--- config.mk ---
export PLATFORM = sky130hd
export DESIGN_NAME = bp_me_outstanding_limiter
export DESIGN_NICKNAME = d
export VERILOG_FILES = /design/src/rtl/bp_me_outstanding_limiter.sv
export SDC_FILE = /design/constraint.sdc
export NUM_CORES = 1
export LEC_CHECK = 0
export CAP_MARGIN = 20
export CORE_AREA = 2 2 133 135
export CTS_CLUSTER_SIZE = 24
export DETAILED_ROUTE_END_ITERATION = 10
export DIE_AREA = 0 0 135 137
export GPL_ROUTABILITY_DRIVEN = 0
export PLACE_DENSITY = 0.81
export SETUP_SLACK_MARGIN = 0.4
export SLEW_MARGIN = 20
export SYNTH_ARGS = -nofsm -noshare
export SYNTH_HDL_FRONTEND = slang
export SYNTH_SLANG_ARGS = --single-unit
--- constraint.sdc ---
create_clock -name clk_i -period 5.4 [get_ports clk_i]
set_clock_uncertainty 0.05 [all_clocks]
set_input_delay 0.54 -clock clk_i [delete_from_list [all_inputs] [get_ports clk_i]]
set_output_delay 0.54 -clock clk_i [all_outputs]
set_load 0.005 [all_outputs]
--- src/rtl/bp_me_outstanding_limiter.sv ---
// Purpose: credit limiter on the core->memory command path with hang/underflow detection and stats.
// Latency: zero; command valid/ready/payload pass through combinationally, only gated.
// Backpressure: fifo ready passes through; the command is held back when credits run out or after an error.
module bp_me_outstanding_limiter #(
  parameter int msg_width_p       = 128,
  parameter int max_outstanding_p = 4,
  parameter int timeout_cycles_p  = 1024
) (
  input  logic                   clk_i,
  input  logic                   reset_n_i,

  input  logic [msg_width_p-1:0] mem_cmd_i,
  input  logic                   mem_cmd_v_i,
  output logic                   mem_cmd_ready_o,

  output logic [msg_width_p-1:0] mem_cmd_o,
  output logic                   mem_cmd_v_o,
  input  logic                   mem_cmd_ready_i,

  input  logic                   mem_resp_v_i,
  input  logic                   mem_resp_yumi_i,

  output logic [7:0]             outstanding_o,
  output logic                   stall_o,
  output logic                   timeout_o,
  output logic                   underflow_o,
  output logic [31:0]            cmd_count_o,
  output logic [31:0]            resp_count_o
);

  // Age must be able to hold timeout_cycles_p itself, the value it lands on when the timeout fires.
  localparam int         AgeW     = $clog2(timeout_cycles_p + 1);
  localparam logic [AgeW-1:0] AgeLast = AgeW'(timeout_cycles_p - 1);
  localparam logic [7:0] MaxOut   = 8'(max_outstanding_p);

  typedef enum logic [1:0] {
    e_run   = 2'd0,
    e_full  = 2'd1,
    e_error = 2'd2
  } state_e;

  state_e            state_q,       state_d;
  logic [7:0]        outstanding_q, outstanding_d;
  logic [AgeW-1:0]   age_q,         age_d;
  logic              timeout_q,     timeout_d;
  logic              underflow_q,   underflow_d;
  logic [31:0]       cmd_count_q,   cmd_count_d;
  logic [31:0]       resp_count_q,  resp_count_d;

  logic              retire;
  logic              open_w;
  logic              accept;

  // Payload is never touched; it is a straight wire to the fifo.
  assign mem_cmd_o = mem_cmd_i;

  // Combinational gating: at max a same-cycle retirement frees the credit the new command needs.
  always_comb begin
    retire          = mem_resp_v_i & mem_resp_yumi_i;
    open_w          = (state_q == e_run) | ((state_q == e_full) & retire);
    mem_cmd_v_o     = mem_cmd_v_i & open_w;
    mem_cmd_ready_o = mem_cmd_ready_i & open_w;
    stall_o         = mem_cmd_v_i & ~open_w;
    accept          = mem_cmd_v_o & mem_cmd_ready_i;
  end

  // Next-state: credit count, FSM, age watchdog, stickies and saturating statistics.
  always_comb begin
    state_d       = state_q;
    outstanding_d = outstanding_q;
    age_d         = age_q;
    timeout_d     = timeout_q;
    underflow_d   = underflow_q;
    cmd_count_d   = cmd_count_q;
    resp_count_d  = resp_count_q;

    // Retired responses are always counted, in every state.
    if (retire && (resp_count_q != 32'hFFFF_FFFF)) begin
      resp_count_d = resp_count_q + 32'd1;
    end

    if (state_q == e_error) begin
      // Gate is shut, so only retirements move the count; floor at zero, age frozen.
      if (retire && (outstanding_q != 8'd0)) begin
        outstanding_d = outstanding_q - 8'd1;
      end
    end else begin
      if (accept && (cmd_count_q != 32'hFFFF_FFFF)) begin
        cmd_count_d = cmd_count_q + 32'd1;
      end

      if (retire && (outstanding_q == 8'd0) && !accept) begin
        // A response with nothing in flight means the protocol has been violated.
        underflow_d = 1'b1;
        state_d     = e_error;
      end else begin
        if (accept && !retire) begin
          outstanding_d = outstanding_q + 8'd1;
        end else if (retire && !accept) begin
          outstanding_d = outstanding_q - 8'd1;
        end
        state_d = (outstanding_d == MaxOut) ? e_full : e_run;
      end

      // Watchdog: any retirement or an empty pipe restarts the age; otherwise it climbs to timeout.
      if (retire || (outstanding_q == 8'd0)) begin
        age_d = '0;
      end else begin
        age_d = age_q + AgeW'(1);
        if (age_q == AgeLast) begin
          timeout_d = 1'b1;
          state_d   = e_error;
        end
      end
    end
  end

  // State registers, all cleared immediately by the asynchronous reset.
  always_ff @(posedge clk_i or negedge reset_n_i) begin
    if (!reset_n_i) begin
      state_q       <= e_run;
      outstanding_q <= 8'd0;
      age_q         <= '0;
      timeout_q     <= 1'b0;
      underflow_q   <= 1'b0;
      cmd_count_q   <= 32'd0;
      resp_count_q  <= 32'd0;
    end else begin
      state_q       <= state_d;
      outstanding_q <= outstanding_d;
      age_q         <= age_d;
      timeout_q     <= timeout_d;
      underflow_q   <= underflow_d;
      cmd_count_q   <= cmd_count_d;
      resp_count_q  <= resp_count_d;
    end
  end

  assign outstanding_o = outstanding_q;
  assign timeout_o     = timeout_q;
  assign underflow_o   = underflow_q;
  assign cmd_count_o   = cmd_count_q;
  assign resp_count_o  = resp_count_q;

endmodule

**After elaboration in Yosys (flattened, before gate mapping)**

Index checks and enable logic that the tools add are counted.

- Register bits after elaboration: 87
- Input bits: 134
- Output and inout bits: 205

- Add/sub/neg operators: 5
- Equal/unequal tests: 8
- Muxes and demuxes: 12
- Bitwise operators: 10
- Reductions and logical operators: 17

Operator list:

| operator | number |
|---|---|
| $add 32x1->32 const B | 2 |
| $ne 32x32->1 const B | 2 |
| $mux 8 | 7 |
| $add 11x1->11 const B | 1 |
| $eq 11x10->1 const B | 1 |
| $mux 11 | 1 |
| $add 8x1->8 const B | 1 |
| $eq 8x3->1 const B | 1 |
| $logic_not 8->1 | 1 |
| $reduce_bool 8->1 | 1 |
| $sub 8x1->8 const B | 1 |
| $logic_and 1x1->1 | 7 |
| $and 1x1->1 | 6 |
| $mux 2 | 3 |
| $reduce_and 2->1 | 3 |
| $not 1->1 | 3 |
| $reduce_and 3->1 | 1 |
| $eq 2x1->1 const B | 1 |
| $eq 2x2->1 const B | 1 |
| $logic_not 1->1 | 2 |
| $logic_not 2->1 | 1 |
| $ne 2x1->1 const B | 1 |
| $ne 2x2->1 const B | 1 |
| $logic_or 1x1->1 | 1 |
| 2 further kinds | 2 |

**Longest topological paths before layout**

Gate-level depths: netlist of run 1.

- Depth in word-level cells: 16
- Depth in mapped cells: 8

**Least setup slack after synthesis of run 1**

Ideal clock, no wire load.

- Path type: input-to-reg
- Start point: in mem_resp_v_i
- End point: reg state_q[0]
- Setup time: 0.101 ns
- Data arrival time: 2.059 ns
- Data required time: 5.249 ns
- Path slack: 3.190 ns
- Stages: 7
- Buffers on the path: 1
- Cell sequence: and2_1 -> clkbuf_1 -> nor4_1 -> a22oi_1 -> xnor2_1 -> or3_1 -> nor4_1

- Longest elaborated chain between the ends: 16
- Elaborated cells on any way between the ends: 21
- Those cells by class: eq/ne (1); mux (8); bitwise (5); reduce/logical (7)

Ends and longest elaborated chain:

| element | line | text |
|---|---|---|
| from (decl) | 20 | `input logic mem_resp_v_i,` |
| $and 1x1->1 * | 59 | `retire = mem_resp_v_i & mem_resp_yumi_i;` |
| $and 1x1->1 | 60 | `open_w = (state_q == e_run) \| ((state_q == e_full) & retire);` |
| $or 1x1->1 | 60 |  |
| $and 1x1->1 | 61 | `mem_cmd_v_o = mem_cmd_v_i & open_w;` |
| $and 1x1->1 | 64 | `accept = mem_cmd_v_o & mem_cmd_ready_i;` |
| $logic_not 1->1 | 92, 99 |  |
| $logic_and 1x1->1 | 99 | `end else if (retire && !accept) begin` |
| $mux 8 | 99 |  |
| $mux 8 | 97 | `if (accept && !retire) begin` |
| $mux 8 | 92 | `if (retire && (outstanding_q == 8'd0) && !accept) begin` |
| $mux 8 | 82 | `if (state_q == e_error) begin` |
| $eq 8x3->1 | 102 | `state_d = (outstanding_d == MaxOut) ? e_full : e_run;` |
| $mux 1 | 102 |  |
| $mux 2 | 92 |  |
| $mux 2 | 110 | `if (age_q == AgeLast) begin` |
| $mux 2 * | 106 | `if (retire \|\| (outstanding_q == 8'd0)) begin` |
| to (signal assigned) | 121 | `state_q <= e_run;` |
| to (signal assigned) | 129 | `state_q <= state_d;` |
| to (decl) | 42 | `state_e state_q, state_d;` |

Every way passes the cells marked *; elsewhere a longest branch is shown, timed or not. The select of a mux whose other input is x is not followed.
A chain may end at the register's enable or synchronous reset.

**Worst setup path in the final report of run 1**

- Start point: in mem_resp_v_i
- End point: out mem_cmd_v_o

- Longest elaborated chain between the ends: 4

Ends and longest elaborated chain:

| element | line | text |
|---|---|---|
| $and 1x1->1 | 59 |  |
| $and 1x1->1 | 60 |  |
| $or 1x1->1 | 60 |  |
| $and 1x1->1 | 61 |  |
| to (decl) | 17 | `output logic mem_cmd_v_o,` |

Every way passes these cells.

==> impl_results.md, run 1 <==
* FF+latch count, synth at 87
* Distinct cells, synth at 55
* Max capacitance violation total at 0
* PwrDens at a little over 300 nW/µm²
* Initial Util at 0.320
* Setup bufs post-CTS at 0
* Fin area at 5860 µm²
* Setup TNS at 0 ns
* Ys flop type: dfrtp_1
* Outcome: completed
* Hold Slack at about 0.040 ns
* Vias at 3875
* Initial DRC count at 229
* Vias in the first global route at 3723
* Most frequent cell after synthesis: buf_4
* Clock latency at the later pin of the worst-skew pair at roughly 0.34 ns
* Overflow left after global routing at 0
* Part of the Yosys area used for sequential elements at 0.399
* CTS tree: built
* Post-route DRC at 0
* Slowest-stage cell, CP: clkdlybuf4s50_1
* PostCTS Resize Cnt at 0
* Ys async rst share at 1.00
* Initial antenna violation count at 0
* Minimum clock period at 2.82 ns
* RSZ-0062 raised after global routing: false
* Part of the cycle the worst path needs at 0.521
* CTS hold repair buffers at 0
* Required @ worst endpoint at 4.81 ns
* CORE AREA at 17100 µm²
* WL final at 12.0 mm
* Worst Setup Slack, final at 2.58 ns
* CTS sink cnt at 87
* WP data arrival at 2.23 ns
* GR Util All Layers at 0.136
* Slew HR at 0.288
* Synthesized area at 5460 µm²
* Worst Tran Pin Value at 1.07 ns
* Clock root buffer master: clkbuf_16
* Drt wl/cell at ~16 µm
* Maximum vdd ir drop at 0.000151 V
* Antenna fix cells at 0
* Die width at 135 µm
* Num CTS Buffers at 9
* Filler cells at 1738
* First-pass GRT wire length at 19.7 mm
* EDFF count, synth at 0
* Area used by multi-input combinational logic at between 2000 and 2500 µm²
* Top post-synthesis cells by area: dfrtp_1, buf_4, xnor2_1, nand2_1, xor2_1
* Ys Warns at 0
* Synth-to-Final Area Change at 7.38%
* Critical Path, Cell by Cell: clkdlybuf4s50_1 > nand2_1 > a21oi_1 > and2_1 > clkdlybuf4s50_1
* Synth cell count leaders: buf_4, dfrtp_1, nand2_1, xnor2_1, nand4_1
* Top-Level Pins at between 300 and 400
* H-tree depth at 3
* Buffers on Ports at 82
* Vias per cell at 5.03
* Syn avg cell area at 9.28 µm²
* Clock Path Buffers at 2
* Setup violators final at 0
* Crit path largest cell delay at 0.49 ns
* Crit path max fanout at 12
* Dpl hpwl at 8.68 mm
* Share of layout cells above drive strength 1 at 0.0440
* Sequential cell area at approximately 2200 µm²
* Largest net degree at the start of global routing at 64
* Cell mode on critical path: clkdlybuf4s50_1
* Die Y at 137 µm
* CP Class: input pin to output port
* 1st-pass router iterations at 7
* Crit. End Element: output port
* Syn_nets at 728
* Clk slew on worst S/H paths at about 0.06 ns
* Fmax achieved at 0.355 GHz
* Synth top area share at 0.399
* Fin nets at roughly 680
* Num rows at 48
* Die area at 18500 µm²
* Cells after Synth at 588
* CP Launch Type: input pin
* Routed Antenna Nets at 0
* Placed cell area at ~5500 µm²
* Setup WS pre-CTS at roughly 2.4 ns
* Largest area contributor in the netlist: dfrtp_1
* Slew Limit Fails at 0
* Final Hold Fails at 0
* Leakage at 0.00243 µW
* Worst Hold Class: input pin to asynchronous set/reset pin
worst max-delay path, delay by kind of cell:
family / cells / cell delay, ns
AOI/OAI and AO/OA: 1 / 0.30
buffers and inverters: 2 / 0.96
and+or+nand+nor: 2 / 0.42
layout by cell type, fill, tap and decap left out, types with 3 or more instances in the layout:
cell and instances:
dfrtp_1 87, clkdlybuf4s50_1 81, nand2_1 64, xnor2_1 49, nand4_1 27, nand3_1 26, nor2_1 24, xor2_1 22
and3_1 19, nor3_1 14, o21ai_0 14, o21ai_1 10, a21oi_1 9, clkbuf_16 9, inv_1 7, and2_1 6
ha_1 6, nor4_1 5, and4_1 4, nand2b_1 4, nor2b_1 3, or3_1 3, or4_1 3, nor3b_1 3
a22oi_1 3
per-layer routing:
layer	wire (µm)	vias to the layer above	track usage
met5	0	-	0
met4	414	0	0.0729
met3	1030	49	0.0463
met2	5310	163	0.193
met1	5280	1857	0.181
li1	-	1806	-
cell families (layout without fill, tap and decap cells):
family / count (synthesis) / after routing / share of synthesized area
buffers and inverters: 147 / 105 / 0.191
adder cells (fa/ha/maj): 6 / 6 / 0.0138
AO/OA/AOI/OAI: 54 / 54 / 0.0624
AND/OR/NAND/NOR: 221 / 221 / 0.216
XOR/XNOR: 71 / 71 / 0.114
multiplexers: 2 / 2 / 0.00413
flip-flops: 87 / 87 / 0.399
through the flow:
stage	std cells	util	total power, µW
after floorplan	588	-	1060
after global placement	756	0.325	1160
after detailed placement	756	0.325	1170
after CTS	771	0.344	1850
after global routing	771	0.344	1920
final	771	0.344	1820
area by class of cell:
class / count / share of cell area
Inverter: 7 / 0.00448
Clock inverter: 6 / 0.0147
Sequential cell: 87 / 0.372
Timing Repair Buffer: 83 / 0.141
Clock buffer: 9 / 0.0384
Tap cell: 225 / 0.0480
Multi-Input combinational cell: 354 / 0.382
path summary, 6_finish.rpt:
kind | from | end | slack (ns) | cells past startpoint
max | mem_resp_v_i | mem_cmd_v_o | 2.58 | 5
min | reset_n_i | cmd_count_o[7] | 0.04 | 1
max reg2reg | state_q[1] | cmd_count_o[27] | 3.03 | 6
min reg2reg | timeout_o | timeout_o | 0.42 | 1
max in group asynchronous | reset_n_i | resp_count_o[18] | 4.14 | 2
min in group clk_i | timeout_o | timeout_o | 0.42 | 1
report_power, final:
part / internal (µW) / switching (µW) / total (µW)
clock network: 402 / 260 / 662
logic: 190 / 161 / 350
registers: 705 / 99.3 / 805
sequential cells by signal, indices dropped and copies added (netlist names):
signal	cells
outstanding_o	8
cmd_count_o	32
state_q	2
age_q	11
resp_count_o	32
underflow_o	1
timeout_o	1
No activity file was read; power rests on OpenSTA's default activity.
==> run 2, diff against run 1 <==
--- a/config.mk
+++ b/config.mk
@@ -6,12 +6,12 @@
 export NUM_CORES = 1
 export LEC_CHECK = 0
 export CAP_MARGIN = 20
-export CORE_AREA = 2 2 133 135
+export CORE_AREA = 2 2 131 133
 export CTS_CLUSTER_SIZE = 24
 export DETAILED_ROUTE_END_ITERATION = 10
-export DIE_AREA = 0 0 135 137
+export DIE_AREA = 0 0 133 135
 export GPL_ROUTABILITY_DRIVEN = 0
-export PLACE_DENSITY = 0.81
+export PLACE_DENSITY = 0.83
 export SETUP_SLACK_MARGIN = 0.4
 export SLEW_MARGIN = 20
 export SYNTH_ARGS = -nofsm -noshare
==> constraint.sdc (replaced) <==
create_clock -name clk_i -period 2.7 [get_ports clk_i]
set_clock_uncertainty 0.05 [all_clocks]
set_input_delay 0.27 -clock clk_i [delete_from_list [all_inputs] [get_ports clk_i]]
set_output_delay 0.27 -clock clk_i [all_outputs]
set_load 0.005 [all_outputs]
==> impl_results.md, run 2 (synthesized netlist as in run 1, its figures left out) <==
* Outcome: completed
* Clock latency at the later pin of the worst-skew pair at 0.34 ns
* Vias at around 4000
* Required @ worst endpoint at 2.89 ns
* WL final at 12.1 mm
* Worst Tran Pin Value at 0.620 ns
* Initial antenna violation count at 0
* CORE AREA at 16400 µm²
* Dpl hpwl at 8.79 mm
* Synth-to-Final Area Change at 11.1%
* Fin nets at 700
* Largest net degree at the start of global routing at between 40 and 50
* Initial Util at 0.333
* Clock Path Buffers at 2
* CP bufs+invs at 0
* CTS sink cnt at a little under 90
* Clock root buffer master: clkbuf_16
* Commonest non-fill, non-tap cell in the layout: dfrtp_1
* Routed Antenna Nets at 0
* Maximum vdd ir drop at between 0.0002 and 0.0003 V
* Crit path max fanout at 6
* Die Y at approximately 140 µm
* Num rows at 47
* Cell class contributing the biggest share of worst-path delay: simple AND/OR/NAND/NOR gates
* Die area at about 18000 µm²
* Slowest-stage cell, CP: dfrtp_1
* CP Launch Type: flip-flop
* Setup violators final at 0
* Crit. End Element: flip-flop
* RSZ-0062 raised after global routing: true
* Share of layout cells above drive strength 1 at 0.0920
* Minimum clock period at about 2.3 ns
* Slew HR at 0.586
* Fmax achieved at 0.440 GHz
* Commonest non-fill, non-tap cells in the layout: dfrtp_1, clkdlybuf4s50_1, nand2_1
* Initial DRC count at 276
* GR Util All Layers at 0.135
* Fin area at 6060 µm²
* Max capacitance violation total at 0
* Num CTS Buffers at 9
* H-tree depth at 3
* PwrDens at 607 nW/µm²
* Power, Total at 3680 µW
* Critical Path, Cell by Cell: nand3b_1 > nor4_4 > a22oi_1 > xnor2_1 > or3_1 > nor4_1
* Buffers on Ports at between 80 and 90
* Slew Limit Fails at 0
* Vias in the first global route at approximately 3800
* Setup TNS at 0 ns
* Filler cells at around 1600
* Part of the cycle the worst path needs at 0.842
* Overflow left after global routing at 0
* 1st-pass router iterations at 4
* CP Class: flip-flop to flip-flop
* Antenna fix cells at 0
* Leakage at 0.00253 µW
* Worst Hold Class: input pin to asynchronous set/reset pin
* First-pass GRT wire length at 19.7 mm
* WP data arrival at 2.46 ns
* CTS tree: built
* Die width at 133 µm
* Crit path largest cell delay at approximately 0.48 ns
* Placed cell area at 5630 µm²
* Top-Level Pins at 339
* Final Hold Fails at 0
* Clk slew on worst S/H paths at 0.07 ns
* Vias per cell at 4.99
* Post-route DRC at 0
* Drt wl/cell at 15.4 µm
-- run 2: changes by cell type in the layout (fill, tap and decap cells not counted), moves of 3 or more --
cell / delta
buf_4: +16
dfrtp_1: -3
dfrtp_2: +3
inv_6: +3
-- run 2: where the power goes --
| part | switching, µW | internal, µW |
|---|---|---|
| Sequential | 192 | 1410 |
| Clock | 566 | 735 |
| Combinational | 357 | 420 |
| Total | 1120 | 2570 |
-- run 2: worst register-to-register path, delay by kind of cell (launching register included) --
family	cells	cell delay, ns
compound gates	1	0.15
simple gates	4	1.34
xor+xnor	1	0.15
flops	1	0.48
-- run 2: final cells by class --
class | instances | area [µm²] | share of cell area
Sequential cell | 87 | 2180 | 0.360
Tap cell | 220 | 275 | 0.0454
Timing Repair Buffer | 101 | 976 | 0.161
Multi-Input combinational cell | 354 | 2300 | 0.379
Clock buffer | 10 | 229 | 0.0378
Inverter | 7 | 26.3 | 0.00433
Clock inverter | 6 | 75.1 | 0.0124
-- run 2: final timing paths --
kind | start | endpoint | slack, ns | depth (start not counted)
setup / recovery | state_q[1] | state_q[0] | 0.43 | 6
hold / removal | reset_n_i | cmd_count_o[10] | 0.43 | 2
setup reg to reg | state_q[1] | state_q[0] | 0.43 | 6
hold reg to reg | timeout_o | timeout_o | 0.43 | 1
max in group asynchronous | reset_n_i | resp_count_o[31] | 1.52 | 3
min in group clk_i | timeout_o | timeout_o | 0.43 | 1
-- run 2: layer usage --
layer,GRT usage,vias to the layer above,share of wire
li1,-,1835,-
met1,0.184,1899,0.47
met2,0.199,153,0.44
met3,0.0432,34,0.065
met4,0.0562,0,0.022
met5,0,-,0
-- run 2: metrics by stage --
step,hold slack [ns],utilization,cells,setup slack [ns]
2_1_floorplan,-0.0756,-,588,0.606
3_3_place_gp,0.284,0.343,761,0.181
3_5_place_dp,0.286,0.343,761,0.0938
4_1_cts,0.433,0.363,778,0.411
5_1_grt,0.439,0.369,785,0.319
6_report,0.428,0.369,785,0.428
-- run 2: repair_timing --
| item | CTS | global route |
|---|---|---|
| hold buffers | 1 | 0 |
| hold endpoints to repair | 47 | 0 |
| endpoints found under the setup margin | 1 | 29 |
| pin swaps | 0 | 3 |
| buffers inserted | 0 | 7 |
| resized for setup | 2 | 12 |
==> run 3, diff against run 2 <==
==> constraint.sdc (replaced) <==
create_clock -name clk_i -period 2.4 [get_ports clk_i]
set_clock_uncertainty 0.05 [all_clocks]
set_input_delay 0.24 -clock clk_i [delete_from_list [all_inputs] [get_ports clk_i]]
set_output_delay 0.24 -clock clk_i [all_outputs]
set_load 0.005 [all_outputs]
==> impl_results.md, run 3 (synthesized netlist as in run 1, its figures left out) <==
* Outcome: completed
* Worst Setup Slack, final at a little over 0.3 ns
* Net Sw Frac at 0.294
* Met2 global-route usage at 0.229
* Clock root buffer master: clkbuf_16
* Initial antenna violation count at 0
* Slew Limit Fails at 0
* Comb pwr share at 0.247
* RSZ-0062 raised after global routing: true
* Setup violators final at 0
* Die Y at 135 µm
* P_int at 3140 µW
* Die width at ~130 µm
* FF-to-FF Start: state_q[1]
* Fin nets at 758
* Global routing usage on met3 at 0.0518
* CP Class: flip-flop to flip-flop
* Setup WS pre-CTS at -0.0890 ns
* Vias at 4306
* Filler cells at 1538
* Part of the cycle the worst path needs at 0.873
* Flop pwr share at 0.400
* CP Launch Type: flip-flop
* Num CTS Buffers at 9
* CTS tree: built
* Buffers on Ports at 82
* Dpl hpwl at 9.57 mm
* Crit path largest cell delay at 0.44 ns
* GR Util All Layers at 0.150
* Vias in the first global route at between 4000 and 5000
* Psw at 1310 µW
* First-pass GRT wire length at between 20 and 25 mm
* Setup TNS at 0 ns
* Commonest non-fill, non-tap cells in the layout: clkdlybuf4s50_1, buf_4, dfrtp_1
* Share of layout cells above drive strength 1 at 0.265
* Slew HR at 0.620
* Clock latency at the later pin of the worst-skew pair at 0.35 ns
* Synth-to-Final Area Change at 24.2%
* Fmax achieved at 0.477 GHz
* Initial DRC count at 333
* WL final at 14.0 mm
* 1st-pass router iterations at 5
* Met1 Usage GRT at 0.184
* Top-Level Pins at 339
* Critical Path, Cell by Cell: nand3b_1 > buf_6 > nor4_4 > a22oi_2 > xnor2_1 > or3_1 > nor4_1
* Fin util at 0.413
* Placed cell area at 5840 µm²
* Largest net degree at the start of global routing at 44
* WP data arrival at 2.28 ns
* Clock group share of total power at 0.352
* Crit. End Element: flip-flop
* Worst Hold Class: input pin to asynchronous set/reset pin
* Clk slew on worst S/H paths at 0.07 ns
* Vias per cell at 5.11
* Required @ worst endpoint at 2.59 ns
* Leakage at 0.00285 µW
* Clock Path Buffers at 2
* Routed Antenna Nets at 0
* CTS sink cnt at 87
* Initial Util at 0.333
* Drt wl/cell at 16.6 µm
* Layer with the highest usage: met2
* Antenna fix cells at 0
* Die area at 18000 µm²
* Worst Tran Pin Value at about 0.57 ns
* Final Hold Fails at 0
* Maximum vdd ir drop at 0.000368 V
* Fin area at just under 7000 µm²
* Minimum clock period at 2.10 ns
* PwrDens at around 660 nW/µm²
* CORE AREA at 16400 µm²
* Power, Total at between 4000 and 5000 µW
* Slowest-stage cell, CP: dfrtp_2
* Max capacitance violation total at 0
* Critical Path Start: state_q[1]
* Overflow left after global routing at 0
* H-tree depth at 3
* Post-route DRC at 0
* Crit path max fanout at 5
* Commonest non-fill, non-tap cell in the layout: clkdlybuf4s50_1
* Num rows at 47
[run 3: cell count changes in the layout (fill, tap and decap cells not counted), moves of 6 or more]
cell | before | now
nor2_1 | 24 | 18
buf_4 | 18 | 69
dfrtp_1 | 84 | 68
buf_6 | 0 | 6
dfrtp_2 | 3 | 19
[run 3: path summary, 6_finish.rpt]
check                                    to  slack [ns]  cells after the start
min in group clk_i           mem_cmd_o[111]        0.43                      0
min reg2reg                       timeout_o        0.44                      1
max                              state_q[0]        0.30                      7
max reg2reg                      state_q[0]        0.30                      7
max in group asynchronous  resp_count_o[24]        1.40                      3
min                         cmd_count_o[10]        0.30                      2
[run 3: through the flow]
| step | cells | hold WS, ns |
|---|---|---|
| detailed placement | 783 | 0.139 |
| global placement | 783 | 0.133 |
| floorplan | 588 | -0.106 |
| global route | 843 | 0.326 |
| finish | 843 | 0.298 |
| CTS | 820 | 0.296 |
[run 3: timing repair]
item	in CTS	in global routing
resized for setup	25	56
endpoints found under the setup margin	43	59
setup buffers	20	21
hold buffers	1	0
cloned	0	2
endpoints found under the hold margin	26	0
pin swaps	8	22
[run 3: power groups by stage]
stage	clock network [µW]	registers (µW)	logic [µW]
finish	1570	1780	1100
CTS	1600	1770	1070
global placement	0	1820	907
global route	1660	1800	1220
detailed placement	0	1820	926
floorplan	0	1760	655
[run 3: worst max-delay path, delay by kind of cell (launching register included)]
family          cells  cell delay [ns]
simple gates        4             1.03
flops               1             0.44
buf+inv             1             0.17
xor+xnor            1             0.16
compound gates      1             0.14
[run 3: cell type report]
cell class              instances  area (µm²)  area share
multi-input cells             355        2510       0.371
flip-flops and latches         87        2200       0.325
repair buffers                158        1430       0.211
well taps                     220         275      0.0406
clock buffers                  10         239      0.0353
clock inverters                 6        92.6      0.0137
inverters                       7        28.8     0.00425
[run 3: routing by layer]
metal,up-vias,routed length (µm)
met4,0,478
met1,2076,5710
met5,-,0
li1,1956,-
met3,55,1280
met2,219,6500
